`config.mk`:
```
export PLATFORM = sky130hd
export DESIGN_NAME = timer_alarm_core_flat
export DESIGN_NICKNAME = d
export VERILOG_FILES = /design/src/rtl/timer_alarm_pkg.sv /design/src/rtl/timer_alarm_if.sv /design/src/rtl/timer_alarm_prescaler.sv /design/src/rtl/timer_alarm_core.sv /design/src/flat_wrapper.sv
export SDC_FILE = /design/constraint.sdc
export NUM_CORES = 1
export LEC_CHECK = 0
export BUFFER_PORTS_ARGS = -buffer_cell sky130_fd_sc_hd__clkbuf_2
export CAP_MARGIN = 10
export CORE_MARGIN = 4
export CORE_UTILIZATION = 55
export DETAILED_ROUTE_END_ITERATION = 8
export GPL_ROUTABILITY_DRIVEN = 0
export GPL_TIMING_DRIVEN = 0
export PLACE_DENSITY_LB_ADDON = 0.12
export SYNTH_ARGS = -nofsm -noshare
export SYNTH_HDL_FRONTEND = slang
export SYNTH_HIERARCHICAL = 1
export SYNTH_SLANG_ARGS = --single-unit
```
`constraint.sdc`:
```
create_clock -name clk -period 3 [get_ports clk]
set_input_delay 0.3 -clock clk [delete_from_list [all_inputs] [get_ports clk]]
set_output_delay 0.3 -clock clk [all_outputs]
set_load 0.01 [all_outputs]
```
`src/rtl/timer_alarm_pkg.sv`:
```
// Shared timer alarm register definitions: field widths, state encoding, register map.
package timer_alarm_pkg;

  localparam int TIMER_ALARM_LOAD_LOW_W  = 32;
  localparam int TIMER_ALARM_LOAD_HIGH_W = 32;
  localparam int TIMER_ALARM_COUNT_W     = TIMER_ALARM_LOAD_LOW_W + TIMER_ALARM_LOAD_HIGH_W;
  localparam int TIMER_ALARM_PRESCALE_W  = 16;

  typedef enum logic {
    ALARM_IDLE = 1'b0,
    ALARM_RUN  = 1'b1
  } alarm_state_e;

  localparam logic [3:0] TIMER_ALARM_ADDR_LOAD_LOW  = 4'h0;
  localparam logic [3:0] TIMER_ALARM_ADDR_LOAD_HIGH = 4'h1;
  localparam logic [3:0] TIMER_ALARM_ADDR_CTRL      = 4'h2;
  localparam logic [3:0] TIMER_ALARM_ADDR_ACK       = 4'h3;
  localparam logic [3:0] TIMER_ALARM_ADDR_REMAIN    = 4'h4;
  localparam logic [3:0] TIMER_ALARM_ADDR_STATUS    = 4'h5;

  // CTRL register bit positions
  localparam int TIMER_ALARM_CTRL_START_BIT    = 0;
  localparam int TIMER_ALARM_CTRL_STOP_BIT     = 1;
  localparam int TIMER_ALARM_CTRL_PERIODIC_BIT = 2;

endpackage

```
`src/rtl/timer_alarm_if.sv`:
```
// Register-bank side of the timer alarm: write strobes in, status out.
// ALARM_PRESCALE exists only when TIMER_ALARM_PRESCALE_EN is defined.
interface timer_alarm_if #(
    parameter int DATA_W = 32
);

    logic [DATA_W-1:0]   ALARM_LOAD_LOW;
    logic                ALARM_LOAD_LOW_WR;
    logic [DATA_W-1:0]   ALARM_LOAD_HIGH;
    logic                ALARM_LOAD_HIGH_WR;
    logic                ALARM_START;
    logic                ALARM_STOP;
    logic                ALARM_PERIODIC;
    logic                ALARM_ACK;
    logic [2*DATA_W-1:0] ALARM_REMAIN;
    logic                ALARM_BUSY;
    logic                ALARM_IRQ;
    logic                ALARM_MISSED;
`ifdef TIMER_ALARM_PRESCALE_EN
    logic [15:0]         ALARM_PRESCALE;

    modport master (
        output ALARM_LOAD_LOW, ALARM_LOAD_LOW_WR, ALARM_LOAD_HIGH, ALARM_LOAD_HIGH_WR,
        output ALARM_START, ALARM_STOP, ALARM_PERIODIC, ALARM_ACK, ALARM_PRESCALE,
        input  ALARM_REMAIN, ALARM_BUSY, ALARM_IRQ, ALARM_MISSED
    );

    modport slave (
        input  ALARM_LOAD_LOW, ALARM_LOAD_LOW_WR, ALARM_LOAD_HIGH, ALARM_LOAD_HIGH_WR,
        input  ALARM_START, ALARM_STOP, ALARM_PERIODIC, ALARM_ACK, ALARM_PRESCALE,
        output ALARM_REMAIN, ALARM_BUSY, ALARM_IRQ, ALARM_MISSED
    );
`else
    modport master (
        output ALARM_LOAD_LOW, ALARM_LOAD_LOW_WR, ALARM_LOAD_HIGH, ALARM_LOAD_HIGH_WR,
        output ALARM_START, ALARM_STOP, ALARM_PERIODIC, ALARM_ACK,
        input  ALARM_REMAIN, ALARM_BUSY, ALARM_IRQ, ALARM_MISSED
    );

    modport slave (
        input  ALARM_LOAD_LOW, ALARM_LOAD_LOW_WR, ALARM_LOAD_HIGH, ALARM_LOAD_HIGH_WR,
        input  ALARM_START, ALARM_STOP, ALARM_PERIODIC, ALARM_ACK,
        output ALARM_REMAIN, ALARM_BUSY, ALARM_IRQ, ALARM_MISSED
    );
`endif

endinterface

```
`src/rtl/timer_alarm_prescaler.sv`:
```
// Tick generator: one tick every prescale+1 cycles; clear restarts the phase.
module timer_alarm_prescaler
    import timer_alarm_pkg::*;
(
    input  logic                              clk,
    input  logic                              rst_n,
    input  logic                              clear,
    input  logic [TIMER_ALARM_PRESCALE_W-1:0] prescale,
    output logic                              tick
);

    logic [TIMER_ALARM_PRESCALE_W-1:0] phase_q;

    // >= so that lowering prescale below the current phase cannot stall the tick
    assign tick = (phase_q >= prescale);

    always_ff @(posedge clk or negedge rst_n) begin
        if (!rst_n) begin
            phase_q <= '0;
        end else if (clear || tick) begin
            phase_q <= '0;
        end else begin
            phase_q <= phase_q + 1'b1;
        end
    end

endmodule

```
`src/rtl/timer_alarm_core.sv`:
```
// Countdown alarm: software loads a 2*DATA_W interval, hardware counts it to zero
// and raises a sticky IRQ. Optional prescaler under TIMER_ALARM_PRESCALE_EN.
module timer_alarm_core
    import timer_alarm_pkg::*;
#(
    parameter int DATA_W = 32
) (
    input logic          clk,
    input logic          rst_n,
    timer_alarm_if.slave bus
);

    localparam int COUNT_W = 2 * DATA_W;

    alarm_state_e        state_q, state_d;
    logic [DATA_W-1:0]   load_low_q, load_high_q;
    logic [COUNT_W-1:0]  load_val;
    logic [COUNT_W-1:0]  count_q, count_d;
    logic                irq_q, irq_d;
    logic                missed_q, missed_d;
    logic                tick;

    assign load_val = {load_high_q, load_low_q};

`ifdef TIMER_ALARM_PRESCALE_EN
    timer_alarm_prescaler u_prescaler (
        .clk      (clk),
        .rst_n    (rst_n),
        .clear    (bus.ALARM_START || bus.ALARM_STOP),
        .prescale (bus.ALARM_PRESCALE),
        .tick     (tick)
    );
`else
    assign tick = 1'b1;
`endif

    always_ff @(posedge clk or negedge rst_n) begin
        if (!rst_n) begin
            load_low_q  <= '0;
            load_high_q <= '0;
        end else begin
            if (bus.ALARM_LOAD_LOW_WR)  load_low_q  <= bus.ALARM_LOAD_LOW;
            if (bus.ALARM_LOAD_HIGH_WR) load_high_q <= bus.ALARM_LOAD_HIGH;
        end
    end

    always_ff @(posedge clk or negedge rst_n) begin
        if (!rst_n) begin
            state_q  <= ALARM_IDLE;
            count_q  <= '0;
            irq_q    <= 1'b0;
            missed_q <= 1'b0;
        end else begin
            state_q  <= state_d;
            count_q  <= count_d;
            irq_q    <= irq_d;
            missed_q <= missed_d;
        end
    end

    always_comb begin
        state_d  = state_q;
        count_d  = count_q;
        irq_d    = irq_q;
        missed_d = missed_q;

        if (bus.ALARM_ACK) begin
            irq_d    = 1'b0;
            missed_d = 1'b0;
        end

        if (bus.ALARM_STOP) begin
            state_d = ALARM_IDLE;
            count_d = '0;
        end else if (bus.ALARM_START) begin
            if (load_val != '0) begin
                state_d = ALARM_RUN;
                count_d = load_val;
            end else begin
                state_d = ALARM_IDLE;
                count_d = '0;
            end
        end else if (state_q == ALARM_RUN && tick) begin
            if (count_q == COUNT_W'(1)) begin
                // expiry overrides a same-cycle ACK for IRQ; ACK still suppresses MISSED
                irq_d = 1'b1;
                if (irq_q && !bus.ALARM_ACK) missed_d = 1'b1;
                if (bus.ALARM_PERIODIC && load_val != '0) begin
                    count_d = load_val;
                end else begin
                    state_d = ALARM_IDLE;
                    count_d = '0;
                end
            end else begin
                count_d = count_q - 1'b1;
            end
        end
    end

    assign bus.ALARM_REMAIN = count_q;
    assign bus.ALARM_BUSY   = (state_q == ALARM_RUN);
    assign bus.ALARM_IRQ    = irq_q;
    assign bus.ALARM_MISSED = missed_q;

endmodule

```
`src/flat_wrapper.sv`:
```
// flat-port wrapper written by rule: the top's interface ports become plain ports
module timer_alarm_core_flat import timer_alarm_pkg::*;
#(
    parameter int DATA_W = 32
)
  (clk, rst_n, bus_ALARM_LOAD_LOW, bus_ALARM_LOAD_LOW_WR, bus_ALARM_LOAD_HIGH, bus_ALARM_LOAD_HIGH_WR, bus_ALARM_START, bus_ALARM_STOP, bus_ALARM_PERIODIC, bus_ALARM_ACK, bus_ALARM_REMAIN, bus_ALARM_BUSY, bus_ALARM_IRQ, bus_ALARM_MISSED);
  timer_alarm_if #(.DATA_W(DATA_W)) bus_i ();
  input logic clk;
  input logic rst_n;
  input wire logic [$bits(bus_i.ALARM_LOAD_LOW)-1:0] bus_ALARM_LOAD_LOW;
  input wire logic [$bits(bus_i.ALARM_LOAD_LOW_WR)-1:0] bus_ALARM_LOAD_LOW_WR;
  input wire logic [$bits(bus_i.ALARM_LOAD_HIGH)-1:0] bus_ALARM_LOAD_HIGH;
  input wire logic [$bits(bus_i.ALARM_LOAD_HIGH_WR)-1:0] bus_ALARM_LOAD_HIGH_WR;
  input wire logic [$bits(bus_i.ALARM_START)-1:0] bus_ALARM_START;
  input wire logic [$bits(bus_i.ALARM_STOP)-1:0] bus_ALARM_STOP;
  input wire logic [$bits(bus_i.ALARM_PERIODIC)-1:0] bus_ALARM_PERIODIC;
  input wire logic [$bits(bus_i.ALARM_ACK)-1:0] bus_ALARM_ACK;
  output wire logic [$bits(bus_i.ALARM_REMAIN)-1:0] bus_ALARM_REMAIN;
  output wire logic [$bits(bus_i.ALARM_BUSY)-1:0] bus_ALARM_BUSY;
  output wire logic [$bits(bus_i.ALARM_IRQ)-1:0] bus_ALARM_IRQ;
  output wire logic [$bits(bus_i.ALARM_MISSED)-1:0] bus_ALARM_MISSED;
  assign bus_i.ALARM_LOAD_LOW = bus_ALARM_LOAD_LOW;
  assign bus_i.ALARM_LOAD_LOW_WR = bus_ALARM_LOAD_LOW_WR;
  assign bus_i.ALARM_LOAD_HIGH = bus_ALARM_LOAD_HIGH;
  assign bus_i.ALARM_LOAD_HIGH_WR = bus_ALARM_LOAD_HIGH_WR;
  assign bus_i.ALARM_START = bus_ALARM_START;
  assign bus_i.ALARM_STOP = bus_ALARM_STOP;
  assign bus_i.ALARM_PERIODIC = bus_ALARM_PERIODIC;
  assign bus_i.ALARM_ACK = bus_ALARM_ACK;
  assign bus_ALARM_REMAIN = bus_i.ALARM_REMAIN;
  assign bus_ALARM_BUSY = bus_i.ALARM_BUSY;
  assign bus_ALARM_IRQ = bus_i.ALARM_IRQ;
  assign bus_ALARM_MISSED = bus_i.ALARM_MISSED;
  timer_alarm_core #(.DATA_W(DATA_W)) u_core (.clk(clk), .rst_n(rst_n), .bus(bus_i));
endmodule
```
After elaboration in Yosys (flattened, before gate mapping)
Index checks and enable logic that the tools add are counted.
- add/sub/neg operators: 1
- equal/unequal tests: 1
- multiplexer cells: 23
- reduce and logical (&&, ||, !) cells: 5
- operator list (cell ; count):
    $mux W64 ; 6
    $eq A64 B1 Y1 const B ; 1
    $reduce_bool A64 Y1 ; 1
    $sub A64 B1 Y64 const B ; 1
    $mux W1 ; 17
    $reduce_bool A3 Y1 ; 1
    $logic_and A1 B1 Y1 ; 2
    $logic_not A1 Y1 ; 1
- register bits: 131
- output and inout port bits: 67
- word-level logic and storage cells: 36

Longest topological paths before layout
Gate-level depths: netlist of run 1.
- depth after elaboration: 7
- mapped depth: 10
- gate-level depth less buffers: 8

Worst setup path after synthesis of run 1
Ideal clock, no wire load.
- kind: flip-flop to flip-flop
- start point: register u_core.count_q[8], in the netlist u_core/bus.ALARM_REMAIN[8]
- end point: register u_core.count_q[53], in the netlist u_core/bus.ALARM_REMAIN[53]
- setup time: 0.126 ns
- arrival: 2.610 ns
- data required time: 2.874 ns
- setup slack: 0.264 ns
- stages on the path, launching flop included: 9
- path buffers: 1
- clock period less this slack: 2.736 ns
- cells stage by stage: dfrtp_1 or3_4 nand4b_4 or4_4 or3_4 buf_6 o41ai_2 a21oi_1 a221o_1
- longest elaborated chain between the ends: 5
- elaborated cells on any way between the ends: 6
- those cells by class: add/sub: 1; eq/ne: 1; mux: 4
- RTL lines (what ; RTL line ; RTL):
    start: declaration ; timer_alarm_core.sv:18 ; logic [COUNT_W-1:0] count_q, count_d;
    start signal: assignment ; timer_alarm_core.sv:55 ; count_q <= count_d;
    $sub A64 B1 Y64 / $eq A64 B1 Y1 (equally long branches) ; timer_alarm_core.sv:95, timer_alarm_core.sv:84 ;
    $mux W64 * ; timer_alarm_core.sv:84 ; if (count_q == COUNT_W'(1)) begin
    $mux W64 * ; timer_alarm_core.sv:83 ; end else if (state_q == ALARM_RUN && tick) begin
    $mux W64 * ; timer_alarm_core.sv:75 ; end else if (bus.ALARM_START) begin
    $mux W64 * ; timer_alarm_core.sv:72 ; if (bus.ALARM_STOP) begin
Mark *: on every way between the ends. The rest lies on a longest branch, timed or not. The select of a mux whose other input is x is not followed.
A chain may end at the register's enable or synchronous reset.

Worst setup path in the final report of run 1
- start point: register u_core.count_q[34], in the netlist u_core/bus.ALARM_REMAIN[34]
- end point: register u_core.count_q[54], in the netlist u_core/bus.ALARM_REMAIN[54]
Same word-level chain as after synthesis.

==> flow_metrics.env, run 1 <==
export IMPL_status="completed"
export IMPL_cp_end_kind="flop"
export IMPL_cp_arrival_ps=3300
export IMPL_placed_cell_area_um2=7600
export IMPL_setup_viol_count_final=0
export IMPL_syn_to_final_growth_pct=25.0
export IMPL_holdCritPathClass="primary input to flop"
export IMPL_slew_limit_headroom_pct=36.0
export IMPL_crit_required_ps=3300
export IMPL_clockBufferDepth=2
export IMPL_cts_root_buf="clkbuf_16"
export IMPL_fill_cells=927
export IMPL_num_io_pins=139
export IMPL_nets=891
export IMPL_skew_ps=7.19
export IMPL_finalCriticalPeriod_ps=3000
export IMPL_drive_above_1_share_pct=34.5
export IMPL_max_freq_ghz=0.333
export IMPL_drt_wl_total_um=21900
export IMPL_drv_cap=0
export IMPL_grt_pass1_wl_um=33800
export IMPL_yosys_most_used_dff="dfrtp_1"
export IMPL_die_w_um=118
export IMPL_path_clk_slew_ps=60
export IMPL_core_area_um2=12000
export IMPL_drt_first_pass_iters=8
export IMPL_cts_inserted_buffers=17
export IMPL_power_density_nw_per_um2=600
export IMPL_synth_commonest_cells="dfrtp_1 (131), nand2_1 (70), mux2_2 (64)"
export IMPL_drtIter0Drc=825
export IMPL_cts_sinks=131
export IMPL_whs_ps=45.0
export IMPL_critPathLaunch="u_core/bus.ALARM_REMAIN[34]"
export IMPL_yosysWarnings=6
export IMPL_fin_area_um2=8370
export IMPL_fin_cells=977
export IMPL_clock_latency_ps=420
export IMPL_die_area_um2=14000
export IMPL_rr_startpoint="u_core/bus.ALARM_REMAIN[34]"
export IMPL_synth_cells=654
export IMPL_synth_area_leaders="dfrtp_1 (49%), mux2_2 (11%), a221o_1 (5.4%), nand2_1 (3.9%), nor4_1 (3.7%)"
export IMPL_antenna_cells=0
export IMPL_drc=0
export IMPL_num_vias=6556
export IMPL_htreeDepth=4
export IMPL_worstHoldStart="bus_ALARM_ACK"
export IMPL_synth_top_cell_area_share_pct=49.0
export IMPL_io_buffers=136
export IMPL_drv_slew=0
export IMPL_syn_area_um2=6700
export IMPL_grt_max_degree=71
export IMPL_worst_pin_slew_ps=957
export IMPL_synth_area_per_cell_um2=10.2
export IMPL_critPathKind="flop to flop"
export IMPL_cts_tree="done"
export IMPL_reg2reg_slack_ps=0.3
export IMPL_start_util_pct=56.0
export IMPL_synth_most_common_cell="dfrtp_1"
export IMPL_place_hpwl_um=15500
export IMPL_yosysSeqAreaShare_pct=49.0
export IMPL_grt_overflow=0
export IMPL_start_kind="flop"
export IMPL_synth_edff_count=0
export IMPL_grt_antenna_before_repair=0
export IMPL_crit_fanout=8
export IMPL_hold_viol=0
export IMPL_postSynthRegisterBits=131
export IMPL_period_share_pct=100
export IMPL_die_y_um=118
export IMPL_synth_cell_type_count=51
export IMPL_syn_num_nets=728
export IMPL_viasPerCell=6.71
export IMPL_first_global_vias=6397
export IMPL_ir_drop_mv=0.412
export IMPL_place_inst=938
export IMPL_synth_async_sr_flop_share_pct=100
export IMPL_wire_per_inst_um=22.4
export IMPL_core_rowCount=40
export IMPL_leakagePower_nw=3.77
export IMPL_antenna_left=0
export IMPL_synth_top_cell_by_area="dfrtp_1"
export IMPL_track_usage_pct=30.9
==> layout by cell type (no fill, tap or decap), types with 18 or more instances in the layout <==
master and instances:
nor4_1 31, mux2_2 64, nand2_1 69, clkbuf_2 137, a21oi_1 18, dfrtp_1 131
a221o_1 36, or3_1 18, nor3_1 38, o21ai_0 49, nor2_1 48
==> sequential cells by signal, summed over array words and instances, names as in the netlist <==
| register | flops |
|---|---|
| u_core/bus.ALARM_REMAIN | 64 |
| u_core/load_low_q | 32 |
| u_core/bus.ALARM_BUSY | 1 |
| u_core/bus.ALARM_IRQ | 1 |
| u_core/bus.ALARM_MISSED | 1 |
| u_core/load_high_q | 32 |
==> cell families after synthesis <==
| family | Yosys count | synth area share, % |
|---|---|---|
| AOI/OAI and AO/OA | 139 | 14.8 |
| DFF | 131 | 49.0 |
| xor gates and xnor gates | 8 | 1.05 |
| muxes | 66 | 11.1 |
| buffers and inverters | 39 | 2.71 |
| and+or+nand+nor | 269 | 21.1 |
| adders and majority gates | 2 | 0.374 |
==> stage by stage <==
stage,power [mW],setup WS [ps],util [%],setup TNS (ps)
finish,5.02,0.287,70.0,0
global route,5.21,-15.3,70.0,-23.8
CTS,4.98,17.5,68.7,0
detailed placement,2.99,-227,63.5,-7140
global placement,2.95,-378,63.2,-54580
floorplan,2.61,264,-,0
==> metal layers <==
metal,vias to the layer above,track usage (%),routed length (um)
met1,3158,40.0,8320
met2,487,46.8,9830
met3,91,9.38,2780
met5,-,0,0
li1,2820,-,-
met4,0,16.0,951
==> worst max-delay path, cell delays in order (launching register included) <==
cell and delay [ps]:
dfrtp_1 400, clkbuf_1 210, or4_1 630, nor3_1 440
nand3_1 210, nor4_4 300, and3_1 260, o21ai_0 100
a221o_1 330
==> final timing paths <==
| check | endpoint | depth (start not counted) |
|---|---|---|
| max | u_core/bus.ALARM_REMAIN[54] | 8 |
| min | u_core/bus.ALARM_MISSED | 2 |
| max reg2reg | u_core/bus.ALARM_REMAIN[54] | 8 |
| min reg2reg | u_core/bus.ALARM_REMAIN[17] | 2 |
| max in group asynchronous | u_core/load_low_q[31] | 3 |
| min in group asynchronous | u_core/load_high_q[24] | 2 |
==> power breakdown <==
part / total (mW) / internal (mW) / switching (mW) / leakage, nW
clock network: 1.98 / 1.22 / 0.762 / 0.285
registers: 2.16 / 1.93 / 0.222 / 1.64
logic: 0.888 / 0.375 / 0.514 / 1.85
total: 5.02 / 3.53 / 1.50 / 3.77
==> layout make-up <==
cell class | instances | area (um2) | area share, %
inverters | 3 | 11.3 | 0.135
clock inverters | 10 | 81.3 | 0.971
repair buffers | 145 | 779 | 9.31
multi-input cells | 484 | 3360 | 40.1
clock buffers | 22 | 484 | 5.78
flip-flops and latches | 131 | 3280 | 39.2
plain buffers | 35 | 194 | 2.32
well taps | 147 | 184 | 2.20
==> repair_timing <==
item | in CTS | in global routing
hold buffers | 1 | 0
endpoints found under the setup margin | 63 | 65
buffers inserted | 2 | 5
pin swaps | 1 | 4
hold endpoints to repair | 61 | 0
gates resized for setup | 7 | 29
No activity file was read; power rests on OpenSTA's default activity.
==> inputs of run 2 (changes only) <==
--- a/config.mk
+++ b/config.mk
@@ -11,7 +11,6 @@
 export CORE_UTILIZATION = 55
 export DETAILED_ROUTE_END_ITERATION = 8
 export GPL_ROUTABILITY_DRIVEN = 0
-export GPL_TIMING_DRIVEN = 0
 export PLACE_DENSITY_LB_ADDON = 0.12
 export SYNTH_ARGS = -nofsm -noshare
 export SYNTH_HDL_FRONTEND = slang
==> run 2 against run 1 <==
  * Design area up 0.49%
  * Fmax up 3.9%
  * Wire length down 6.9%
  * Clock power up 9%
  * Global-route usage down 1.4 points
  * First-iteration DRC count down 15%
  * Final cell count down 0.51%
  * Critical path type unchanged
  * Largest power group is now clock
==> flow_metrics.env, run 2 (synthesized netlist as in run 1, its figures left out) <==
export IMPL_status="completed"
export IMPL_io_buffers=138
export IMPL_grt_max_degree=58
export IMPL_multiInputGateArea_um2=3290
export IMPL_fin_tns_setup_ps=0
export IMPL_cp_arrival_ps=3180
export IMPL_die_w_um=118
export IMPL_cts_tree="done"
export IMPL_reg2reg_slack_ps=110
export IMPL_setup_viol_count_final=0
export IMPL_clockBufferDepth=2
export IMPL_drt_first_pass_iters=5
export IMPL_whs_ps=40.8
export IMPL_worst_pin_slew_ps=797
export IMPL_critPathKind="flop to flop"
export IMPL_rsz0062_at_grt="no"
export IMPL_period_share_pct=96.2
export IMPL_core_rowCount=40
export IMPL_num_vias=6329
export IMPL_clock_latency_ps=420
export IMPL_place_hpwl_um=14600
export IMPL_r2r_end="u_core/bus.ALARM_REMAIN[53]"
export IMPL_start_util_pct=56.0
export IMPL_num_io_pins=139
export IMPL_cp_top_family="simple AND/OR/NAND/NOR gates"
export IMPL_holdPathStages=2
export IMPL_viasPerCell=6.51
export IMPL_grt_pass1_wl_um=33000
export IMPL_wire_per_inst_um=20.9
export IMPL_drive_above_1_share_pct=34.5
export IMPL_leakagePower_nw=3.84
export IMPL_finalCriticalPeriod_ps=2890
export IMPL_start_kind="flop"
export IMPL_skew_ps=9.42
export IMPL_worstHoldEndpoint="u_core/bus.ALARM_MISSED"
export IMPL_syn_to_final_growth_pct=25.6
export IMPL_regArea_um2=3280
export IMPL_crit_chain="or3_4 -> nand4b_4 -> or4_4 -> or3_4 -> o41ai_2 -> a21oi_1 -> a221o_1"
export IMPL_worstHoldStart="bus_ALARM_ACK"
export IMPL_r2r_cells=7
export IMPL_drc=0
export IMPL_antenna_cells=0
export IMPL_cp_end_kind="flop"
export IMPL_cpPeakStageDelay_ps=630
export IMPL_fin_cells=972
export IMPL_drv_cap=0
export IMPL_ir_drop_mv=0.382
export IMPL_rr_startpoint="u_core/bus.ALARM_REMAIN[9]"
export IMPL_final_cell_mix="clkbuf_2 (137), dfrtp_1 (131), nand2_1 (70)"
export IMPL_track_usage_pct=29.4
export IMPL_core_area_um2=12000
export IMPL_drt_wl_total_um=20400
export IMPL_nets=889
export IMPL_final_common_cell="clkbuf_2"
export IMPL_first_global_vias=6285
export IMPL_worst_path_most_repeated_cell="or3_4"
export IMPL_cp_slowest_cell="or4_4"
export IMPL_crit_fanout=11
export IMPL_htreeDepth=4
export IMPL_slew_limit_headroom_pct=46.9
export IMPL_crit_required_ps=3300
export IMPL_max_freq_ghz=0.347
export IMPL_cts_sinks=131
export IMPL_grt_overflow=0
export IMPL_grt_antenna_before_repair=0
export IMPL_place_inst=941
export IMPL_drtIter0Drc=704
export IMPL_largest_reg_flops=64
export IMPL_die_area_um2=14000
export IMPL_hold_viol=0
export IMPL_power_density_nw_per_um2=618
export IMPL_drv_slew=0
export IMPL_path_clk_slew_ps=50
export IMPL_holdCritPathClass="primary input to flop"
export IMPL_cts_inserted_buffers=17
export IMPL_antenna_left=0
export IMPL_die_y_um=118
export IMPL_cts_root_buf="clkbuf_16"
export IMPL_path_buf_inv=0
export IMPL_fill_cells=924
[run 2: layout make-up]
class / count / share of cell area (%)
tap: 147 / 2.19
timing repair buffer: 178 / 12.4
clock buffer: 24 / 5.73
clock inverter: 5 / 1.49
sequential: 131 / 39.0
inverter: 3 / 0.134
multi-input combinational: 484 / 39.1
[run 2: where the power goes]
| part | leakage, nW | total [mW] | internal [mW] | switching, mW |
|---|---|---|---|---|
| Clock | 0.296 | 2.16 | 1.44 | 0.721 |
| Sequential | 1.64 | 2.14 | 1.94 | 0.204 |
| Combinational | 1.91 | 0.901 | 0.398 | 0.503 |
[run 2: routing by layer]
layer	vias up	global-route usage [%]	routed length, um
met5	-	0	0
met4	0	11.8	749
met3	69	7.85	1880
met2	372	44.6	9310
met1	3078	40.3	8420
li1	2810	-	-
[run 2: how the worst max path moves through the flow]
stage                                      from                           to  cells after the start  slack, ps
finish               u_core/bus.ALARM_REMAIN[9]  u_core/bus.ALARM_REMAIN[53]                      7        110
global route        u_core/bus.ALARM_REMAIN[45]  u_core/bus.ALARM_REMAIN[19]                      7         20
CTS                 u_core/bus.ALARM_REMAIN[14]  u_core/bus.ALARM_REMAIN[59]                      7         40
detailed placement  u_core/bus.ALARM_REMAIN[14]  u_core/bus.ALARM_REMAIN[59]                      7         60
global placement     u_core/bus.ALARM_REMAIN[9]  u_core/bus.ALARM_REMAIN[59]                      7        180
floorplan            u_core/bus.ALARM_REMAIN[8]  u_core/bus.ALARM_REMAIN[53]                      8        260
[run 2: timing repair]
action | CTS | global route
hold buffers | 1 | 0
setup buffers | 0 | 1
resized for setup | 0 | 6
endpoints found under the setup margin | 0 | 60
endpoints found under the hold margin | 36 | 0
[run 2: metrics by stage]
stage	total power [mW]	worst slack, ps	cell area, um2	util [%]
finish	5.20	114	8410	70.3
global route	5.42	21.8	8410	70.3
CTS	5.20	36.9	8370	69.9
detailed placement	3.03	55.1	7750	64.8
global placement	2.99	180	7750	64.8
floorplan	2.61	264	6700	-
[run 2: worst reg2reg max path: stages (launching register included)]
cell      delay [ps]
dfrtp_1          400
or3_4            410
nand4b_4         240
or4_4            630
or3_4            440
o41ai_2          250
a21oi_1          120
a221o_1          270
==> inputs of run 3 (changes only) <==
--- a/config.mk
+++ b/config.mk
@@ -5,10 +5,11 @@
 export SDC_FILE = /design/constraint.sdc
 export NUM_CORES = 1
 export LEC_CHECK = 0
+export ABC_AREA = 1
 export BUFFER_PORTS_ARGS = -buffer_cell sky130_fd_sc_hd__clkbuf_2
 export CAP_MARGIN = 10
 export CORE_MARGIN = 4
-export CORE_UTILIZATION = 55
+export CORE_UTILIZATION = 58
 export DETAILED_ROUTE_END_ITERATION = 8
 export GPL_ROUTABILITY_DRIVEN = 0
 export PLACE_DENSITY_LB_ADDON = 0.12
==> run 3 against run 2 <==
  * Fmax is 16% higher
  * Non-clock buffer count is 26 lower
  * Worst hold slack worse by 2.1 ps
  * Final cell count is 88% higher
  * Critical path depth is 5 higher
  * Die area is 27% higher
  * Largest cell class unchanged
  * Core utilization is 1.9 points lower
  * Global-route usage is 2.9 points higher
  * Highest routed layer unchanged
==> flow_metrics.env, run 3 <==
export IMPL_wl_met1_um=12000
export IMPL_skew_ps=10.7
export IMPL_cpPeakStageDelay_ps=440
export IMPL_post_cts_repair_setup_buffers=0
export IMPL_syn_area_um2=9100
export IMPL_htreeDepth=4
export IMPL_met2_length_um=12800
export IMPL_worst_path_most_repeated_cell="nand2_1"
export IMPL_seqPwrFrac_pct=39.0
export IMPL_cts_resized=0
export IMPL_cp_end_kind="flop"
export IMPL_num_io_pins=139
export IMPL_holdCritPathClass="primary input to flop"
export IMPL_drc=0
export IMPL_crit_fanout=36
export IMPL_final_cell_mix="nand2_1 (658), nor2_1 (175), inv_1 (141)"
export IMPL_die_area_um2=17800
export IMPL_die_w_um=133
export IMPL_cts_root_buf="clkbuf_16"
export IMPL_power_density_nw_per_um2=517
export IMPL_drv_slew=0
export IMPL_grt_pass1_wl_um=46500
export IMPL_start_kind="flop"
export IMPL_yosys_most_used_dff="dfrtp_1"
export IMPL_combPwrFrac_pct=24.6
export IMPL_yosysWarnings=6
export IMPL_fin_area_um2=10500
export IMPL_clockBufferDepth=2
export IMPL_max_freq_ghz=0.403
export IMPL_io_buffers=138
export IMPL_drt_first_pass_iters=7
export IMPL_yosysSeqAreaShare_pct=36.0
export IMPL_viasPerCell=5.45
export IMPL_drtIter0Drc=1153
export IMPL_drt_wl_total_um=28500
export IMPL_clock_latency_ps=420
export IMPL_cts_sinks=131
export IMPL_leakagePower_nw=5.67
export IMPL_grt_max_degree=84
export IMPL_fin_tns_setup_ps=0
export IMPL_synth_cells=1491
export IMPL_cp_slowest_cell="dfrtp_1"
export IMPL_r2r_cells=12
export IMPL_synth_edff_count=0
export IMPL_synth_top_cell_area_share_pct=36.0
export IMPL_final_common_cell="nand2_1"
export IMPL_nets=1677
export IMPL_fill_cells=1443
export IMPL_synth_most_common_cell="nand2_1"
export IMPL_path_clk_slew_ps=50
export IMPL_first_global_vias=9275
export IMPL_synth_cell_type_count=30
export IMPL_antenna_left=0
export IMPL_crit_required_ps=3350
export IMPL_start_util_pct=59.5
export IMPL_p_clk_share_pct=36.4
export IMPL_finalCriticalPeriod_ps=2480
export IMPL_synth_top_cell_by_area="dfrtp_1"
export IMPL_largest_reg_flops=64
export IMPL_drv_cap=0
export IMPL_syn_to_final_growth_pct=15.1
export IMPL_cp_arrival_ps=2830
export IMPL_p_int_mw=3.58
export IMPL_core_rowCount=45
export IMPL_cts_inserted_buffers=17
export IMPL_setup_viol_count_final=0
export IMPL_power_net_switching_mw=1.84
export IMPL_period_share_pct=82.6
export IMPL_cp_top_family="simple AND/OR/NAND/NOR gates"
export IMPL_num_vias=9942
export IMPL_path_depth=12
export IMPL_antenna_cells=0
export IMPL_synth_area_leaders="dfrtp_1 (36%), nand2_1 (27%), nor2_1 (7.2%), inv_1 (5.8%), nand3_1 (5.1%)"
export IMPL_core_area_um2=15300
export IMPL_grt_antenna_before_repair=0
export IMPL_placed_cell_area_um2=9930
export IMPL_wire_per_inst_um=15.6
export IMPL_whs_ps=38.8
export IMPL_status="completed"
export IMPL_route_met3_wl_um=2920
export IMPL_holdPathStages=2
export IMPL_synth_area_per_cell_um2=6.11
export IMPL_ir_drop_mv=0.502
export IMPL_grt_overflow=0
export IMPL_rsz0062_at_grt="no"
export IMPL_cts_tree="done"
export IMPL_top_layer_used="met4"
export IMPL_critPathKind="flop to flop"
export IMPL_slew_limit_headroom_pct=30.7
export IMPL_swShare_pct=33.9
export IMPL_crit_chain="nor2_1 -> nand2_1 -> nor2_1 -> nand2_1 -> nor2_2 -> nand2_4 -> nor2_4 -> buf_12 -> nand2_1 -> nand2_1 -> nand2_1 -> nand2_1"
export IMPL_drive_above_1_share_pct=13.1
export IMPL_synth_async_sr_flop_share_pct=100
export IMPL_place_hpwl_um=20200
export IMPL_track_usage_pct=32.3
export IMPL_die_y_um=133
export IMPL_syn_num_nets=1565
export IMPL_postSynthRegisterBits=131
export IMPL_hold_viol=0
export IMPL_path_buf_inv=1
export IMPL_synth_commonest_cells="nand2_1 (658), nor2_1 (175), inv_1 (141)"
export IMPL_worst_pin_slew_ps=1040
run 3: area by class of cell:
type | count | area, um2 | area share, %
multi-input cells | 1159 | 5030 | 48.1
clock inverters | 6 | 82.6 | 0.788
clock buffers | 23 | 458 | 4.37
repair buffers | 152 | 826 | 7.88
well taps | 211 | 264 | 2.52
inverters | 142 | 533 | 5.09
flip-flops and latches | 131 | 3280 | 31.3
run 3: worst reg2reg max path, stage by stage (launching register included):
cell and delay, ps:
dfrtp_1 440, nor2_1 230, nand2_1 120, nor2_1 240
nand2_1 100, nor2_2 140, nand2_4 260, nor2_4 390
buf_12 220, nand2_1 90, nand2_1 70, nand2_1 60
nand2_1 60
run 3: path summary, 6_finish.rpt:
kind                                                 start  slack (ps)                           to
worst min register to register     u_core/bus.ALARM_MISSED         520      u_core/bus.ALARM_MISSED
max in group asynchronous                            rst_n        1730  u_core/bus.ALARM_REMAIN[40]
worst max-delay path            u_core/bus.ALARM_REMAIN[8]         520  u_core/bus.ALARM_REMAIN[30]
min in group asynchronous                            rst_n         350        u_core/load_low_q[13]
worst min-delay path                         bus_ALARM_ACK          40      u_core/bus.ALARM_MISSED
worst max register to register  u_core/bus.ALARM_REMAIN[8]         520  u_core/bus.ALARM_REMAIN[30]
run 3: cell families (layout without fill, tap and decap cells):
group                      Yosys count  count (layout)  share of synthesized area (%)
adders and majority gates            2               2                          0.275
buffers and inverters              201             323                           8.89
AOI/OAI and AO/OA                  168             168                           9.63
DFF                                131             131                           36.0
xor gates and xnor gates            13              13                           1.25
and+or+nand+nor                    976             976                           43.9
run 3: what timing repair did:
| item | in CTS | in global routing |
|---|---|---|
| hold buffers | 1 | 0 |
| setup endpoints to repair | 0 | 0 |
| endpoints found under the hold margin | 25 | 0 |
run 3: per-stage QoR:
stage	power (mW)	setup WS (ps)	utilization [%]	cells
final	5.42	521	68.4	1824
after CTS	5.41	557	68.4	1824
after global placement	3.42	665	64.8	1794
after detailed placement	3.44	627	64.8	1794
after global routing	5.70	326	68.4	1824
after floorplan	2.98	1200	-	1491
run 3: power groups by stage:
stage | logic [mW] | registers, mW | clock network (mW)
5_1_grt | 1.50 | 2.14 | 2.07
3_3_place_gp | 1.29 | 2.13 | 0
4_1_cts | 1.31 | 2.11 | 1.99
6_report | 1.33 | 2.12 | 1.97
2_1_floorplan | 0.854 | 2.13 | 0
3_5_place_dp | 1.30 | 2.14 | 0
run 3: per-layer routing:
metal / track usage, % / vias to the layer above
met5: 0 / -
met4: 11.5 / 0
met3: 8.69 / 66
met2: 50.7 / 507
met1: 43.3 / 4542
li1: - / 4827
